==> src/rtl/alu_mul_sequencer.sv <==
// ALU issue/sequencing controller: single-cycle ADD/SUB/OR/AND plus an iterative
// radix-2 shift-add multiplier that stalls upstream stages until the product is ready.
// Optional build macro: MUL_EARLY_EXIT_EN ends the multiply once the remaining
// multiplier bits are all zero.
module alu_mul_sequencer #(
    parameter int unsigned DATA_W = 32
) (
    input  logic              clk_i,
    input  logic              rst_i,
    input  logic              flush_i,
    input  logic              valid_i,
    input  logic [2:0]        ALUCtrl_i,
    input  logic [DATA_W-1:0] data1_i,
    input  logic [DATA_W-1:0] data2_i,
    output logic              ready_o,
    output logic              stall_o,
    output logic              valid_o,
    output logic [DATA_W-1:0] data_o,
    output logic              zero_o
);

    // Shared ALU control encodings
    localparam logic [2:0] AluAnd = 3'b000;
    localparam logic [2:0] AluOr  = 3'b001;
    localparam logic [2:0] AluAdd = 3'b010;
    localparam logic [2:0] AluMul = 3'b011;
    localparam logic [2:0] AluSub = 3'b110;

    localparam int unsigned CntW = (DATA_W > 1) ? $clog2(DATA_W) : 1;

    typedef enum logic [0:0] {StIdle, StMulRun} state_e;

    state_e              state_q, state_d;
    logic [DATA_W-1:0]   mcand_q, mcand_d;
    logic [DATA_W-1:0]   mplier_q, mplier_d;
    logic [DATA_W-1:0]   acc_q, acc_d;
    logic [CntW-1:0]     cnt_q, cnt_d;
    logic [DATA_W-1:0]   res_q, res_d;
    logic                valid_q, valid_d;

    logic                accept;
    logic [DATA_W-1:0]   alu_res;
    logic [DATA_W-1:0]   acc_step;
    logic [DATA_W-1:0]   mplier_shift;
    logic                last_iter;

    assign ready_o = (state_q == StIdle);
    assign accept  = valid_i && ready_o && !flush_i;
    assign stall_o = (state_q == StMulRun) ||
                     ((state_q == StIdle) && valid_i && (ALUCtrl_i == AluMul) && !flush_i);
    assign valid_o = valid_q;
    assign data_o  = res_q;
    assign zero_o  = valid_q && (res_q == '0);

    // Single-cycle ALU datapath; unknown codes fall through to ADD
    always_comb begin
        alu_res = data1_i + data2_i;
        case (ALUCtrl_i)
            AluSub:  alu_res = data1_i - data2_i;
            AluOr:   alu_res = data1_i | data2_i;
            AluAnd:  alu_res = data1_i & data2_i;
            default: alu_res = data1_i + data2_i;
        endcase
    end

    // One shift-add iteration and its termination condition
    always_comb begin
        acc_step     = acc_q + (mplier_q[0] ? mcand_q : '0);
        mplier_shift = mplier_q >> 1;
`ifdef MUL_EARLY_EXIT_EN
        last_iter    = (cnt_q == CntW'(DATA_W - 1)) || (mplier_shift == '0);
`else
        last_iter    = (cnt_q == CntW'(DATA_W - 1));
`endif
    end

    // Next-state logic for the sequencer and multiplier registers
    always_comb begin
        state_d  = state_q;
        mcand_d  = mcand_q;
        mplier_d = mplier_q;
        acc_d    = acc_q;
        cnt_d    = cnt_q;
        res_d    = res_q;
        valid_d  = 1'b0;
        case (state_q)
            StIdle: begin
                if (accept) begin
                    if (ALUCtrl_i == AluMul) begin
                        mcand_d  = data1_i;
                        mplier_d = data2_i;
                        acc_d    = '0;
                        cnt_d    = '0;
                        state_d  = StMulRun;
                    end else begin
                        valid_d = 1'b1;
                        res_d   = alu_res;
                    end
                end
            end
            StMulRun: begin
                // A flush abandons the product without producing a result
                if (flush_i) begin
                    state_d = StIdle;
                end else begin
                    acc_d    = acc_step;
                    mcand_d  = mcand_q << 1;
                    mplier_d = mplier_shift;
                    cnt_d    = cnt_q + CntW'(1);
                    if (last_iter) begin
                        state_d = StIdle;
                        valid_d = 1'b1;
                        res_d   = acc_step;
                    end
                end
            end
            default: state_d = StIdle;
        endcase
    end

    // State and datapath registers
    always_ff @(posedge clk_i or negedge rst_i) begin
        if (!rst_i) begin
            state_q  <= StIdle;
            mcand_q  <= '0;
            mplier_q <= '0;
            acc_q    <= '0;
            cnt_q    <= '0;
            res_q    <= '0;
            valid_q  <= 1'b0;
        end else begin
            state_q  <= state_d;
            mcand_q  <= mcand_d;
            mplier_q <= mplier_d;
            acc_q    <= acc_d;
            cnt_q    <= cnt_d;
            res_q    <= res_d;
            valid_q  <= valid_d;
        end
    end

endmodule

==> config.mk <==
export PLATFORM = sky130hd
export DESIGN_NAME = alu_mul_sequencer
export DESIGN_NICKNAME = d
export VERILOG_FILES = /design/src/rtl/alu_mul_sequencer.sv
export SDC_FILE = /design/constraint.sdc
export NUM_CORES = 1
export LEC_CHECK = 0
export ABC_AREA = 1
export CAP_MARGIN = 20
export CORE_MARGIN = 2
export CORE_UTILIZATION = 34
export CTS_BUF_LIST = sky130_fd_sc_hd__clkbuf_4
export DETAILED_ROUTE_END_ITERATION = 8
export GPL_TIMING_DRIVEN = 0
export PLACE_DENSITY = 0.6
export SLEW_MARGIN = 0
export SYNTH_ARGS = -nofsm -noshare
export SYNTH_HDL_FRONTEND = slang
export SYNTH_SLANG_ARGS = --single-unit
==> constraint.sdc <==
create_clock -name clk_i -period 2.55 [get_ports clk_i]
set_input_delay 0.3825 -clock clk_i [delete_from_list [all_inputs] [get_ports clk_i]]
set_output_delay 0.3825 -clock clk_i [all_outputs]
set_load 0.03 [all_outputs]
==> qor.csv <==
metric,value,unit
setup_tns,-1.93,ns
die_area,37000,µm²
path_clk_slew,0.13,ns
ff2ff_setup_slack,0.01,ns
die_w,192,µm
drv_slew,0,
cpPeakStageDelay,0.32,ns
synth_top_flop_cell,dfrtp_1,
routed_via_density,5.18,
violations,setup timing,
crit_slowest_cell,ha_4,
place.gp.congestion,0.989,
path_max_fanout,4,
synthTopCellsByArea,"dfrtp_1, nand2_1, inv_1",
fp.dieH,192,µm
firstDrtPassIters,5,
drive_above_1_share,0.228,
hold_end,mplier_q[5]$_DFFE_PN0P_,
critPathTopFamily,simple AND/OR/NAND/NOR gates,
path_buf_inv,2,
clock_latency,0.60,ns
drc_errors,0,
num-nets-final,2265,
grt_pass1_wl,72400,µm
ant_nets,0,
clockBufferDepth,2,
first_iter_violations,976,
ios,107,
numPortBuffers,101,
cts_root_buf,clkbuf_4,
syn_inst,1951,
synthArstFlopShare,1.00,
synth_edf_count,0,
min_period_over_period,1.08,
worst_slack,-0.215,ns
crit_required,3.07,ns
initial_core_util,0.347,
p_leak,7.82,nW
reg2reg_to,data_o[21]$_DFFE_PN0P_,
routed_wl,48100,µm
crit_top_cell,nand2_1,
syn2layout_area_growth,31.8,%
synth_most_common_cell,nand2_1,
end_kind,flip-flop,
cts_inserted_buffers,17,
path_cells,"buf_12, clkinv_8, ha_4, nand3_4, nor2_4, nand3_4, nor2_4, nand2_1, nand2_2, o21ai_4, o21bai_4, xor2_2, ha_4, nand2_4, nor2_4, nand2_1, nor2_1, nand2_1, nand3_1, nand3_2, nand2_2, nand2_1, a21oi_2",
syn_area,12100,µm²
synth_top_area_share,0.280,
clock-skew-final,0.0240,ns
grt_use_total,0.260,
ys_seq_elements,135,
nFillCells,3679,
yosysWarnings,0,
final_cells,2592,
syn_nets,2091,
reg2reg_from,mplier_q[0]$_DFFE_PN0P_,
core-area,34700,µm²
dp.cells,2508,
whs_path_depth,3,
place_hpwl,38200,µm
wl_per_cell,18.6,µm
grt_pass1_vias,12800,
grt_max_degree,95,
synth_top_cell_by_area,dfrtp_1,
cp-start-kind,primary input,
cts-htree-levels,4,
rsz0062_at_grt,true,
fmax,0.362,GHz
worst_pin_slew,0.778,ns
hp-class,in2reg,
critPathKind,in2reg,
synth_cell_types,51,
relSlewSlack,0.481,
ir_drop,0.000340,V
vias,13400,
hold_viol,0,
synth.avg_cell_area,6.18,µm²
critPathArrivalTime,3.29,ns
status,"finished, violations left",
cts.sinks,135,
hold_start,data2_i[5],
ff2ff_path_depth,17,
num_rows,68,
grt.overflow.total,0,
antenna_found_initial,1,
setup_viol,17,
fin_crit,2.77,ns
power_density,625,nW/µm²
yosys-top-cells-count,"nand2_1, inv_1, nor2_1, dfrtp_1, nand3_1",
max_cap_violations,0,
cts_tree,done,
seq_area_frac_synth,0.280,
what timing repair did:
action,CTS,global route
endpoints found under the hold margin,41,0
pin swaps,79,77
hold buffers,1,0
gates resized for setup,306,206
cloned,1,0
buffers inserted,33,19
endpoints found under the setup margin,57,46
worst max path at each step:
stage | startpoint | to | cells after the start | slack [ns]
6_report | data2_i[0] | data_o[27]$_DFFE_PN0P_ | 23 | -0.22
5_1_grt | data2_i[0] | data_o[28]$_DFFE_PN0P_ | 24 | -0.34
4_1_cts | data_o[4]$_DFFE_PN0P_ | zero_o | 5 | -0.34
3_5_place_dp | data2_i[1] | data_o[27]$_DFFE_PN0P_ | 23 | -1.97
3_3_place_gp | rst_i | mcand_q[5]$_DFFE_PN0P_ | 1 | -4.55
2_1_floorplan | data2_i[1] | data_o[27]$_DFFE_PN0P_ | 24 | -0.26
layout make-up:
type	instances	area, µm²	share of cell area
antenna	1	2.50	0.000158
buffer	67	375	0.0236
clock buffer	18	135	0.00851
clock inverter	12	82.6	0.00520
inverter	262	1030	0.0646
multi-input combinational	1486	8880	0.559
sequential	135	3380	0.213
tap	455	569	0.0358
timing repair buffer	156	1440	0.0904
logic make-up after synthesis:
family          Yosys count  share of synthesized area
fa+ha+maj                69                     0.0729
compound gates          317                      0.151
xor+xnor                 41                     0.0298
buf+inv                 330                      0.108
flops                   135                      0.280
simple gates           1059                      0.357
sequential cells by signal (all words and copies together) (netlist names):
register / count
mplier_q: 32
cnt_q: 5
mcand_q: 32
data_o: 32
acc_q: 32
valid_o: 1
state_q: 1
metal layers:
layer,vias up,routed length (µm),GRT usage,share of wire
met4,0,2190,0.119,0.046
met2,425,22800,0.437,0.47
li1,6602,-,-,-
met3,93,2360,0.0249,0.049
met5,-,0,0,0
met1,6304,20700,0.339,0.43
placed cells by master, fill, tap and decap left out, types with 28 or more instances in the layout:
| cell type | n |
|---|---|
| buf_2 | 38 |
| ha_4 | 30 |
| buf_4 | 58 |
| a21oi_2 | 30 |
| o21ai_0 | 77 |
| xor2_1 | 31 |
| clkdlybuf4s50_1 | 72 |
| a31oi_1 | 81 |
| a21oi_1 | 66 |
| nand2_2 | 94 |
| nor2_1 | 183 |
| dfrtp_1 | 134 |
| nand2_1 | 564 |
| nor2_2 | 28 |
| inv_1 | 239 |
| nand3_1 | 71 |
where the power goes:
group / internal [W] / switching, W / total [W]
clock network: 0.000379 / 0.000893 / 0.00127
logic: 0.00212 / 0.00341 / 0.00553
registers: 0.00268 / 0.000448 / 0.00312
total: 0.00517 / 0.00475 / 0.00992
worst reg2reg max path: cells and delay by family, from the launching register on:
kind / cells / cell delay (ns)
simple gates: 11 / 1.07
flops: 1 / 0.48
buf+inv: 3 / 0.39
fa+ha+maj: 1 / 0.31
compound gates: 2 / 0.22
per-stage QoR:
step	worst slack, ns	area [µm²]	hold slack, ns	util	total power, W
4_1_cts	-0.342	14900	0.0537	0.430	0.00927
6_report	-0.215	15900	0.0732	0.458	0.00992
3_5_place_dp	-1.97	13700	0.340	0.396	0.00769
2_1_floorplan	-0.260	12100	0.0869	-	0.00609
3_3_place_gp	-4.55	13700	0.472	0.395	0.00763
5_1_grt	-0.339	15900	0.0604	0.458	0.0106
No activity file was read; power rests on OpenSTA's default activity.
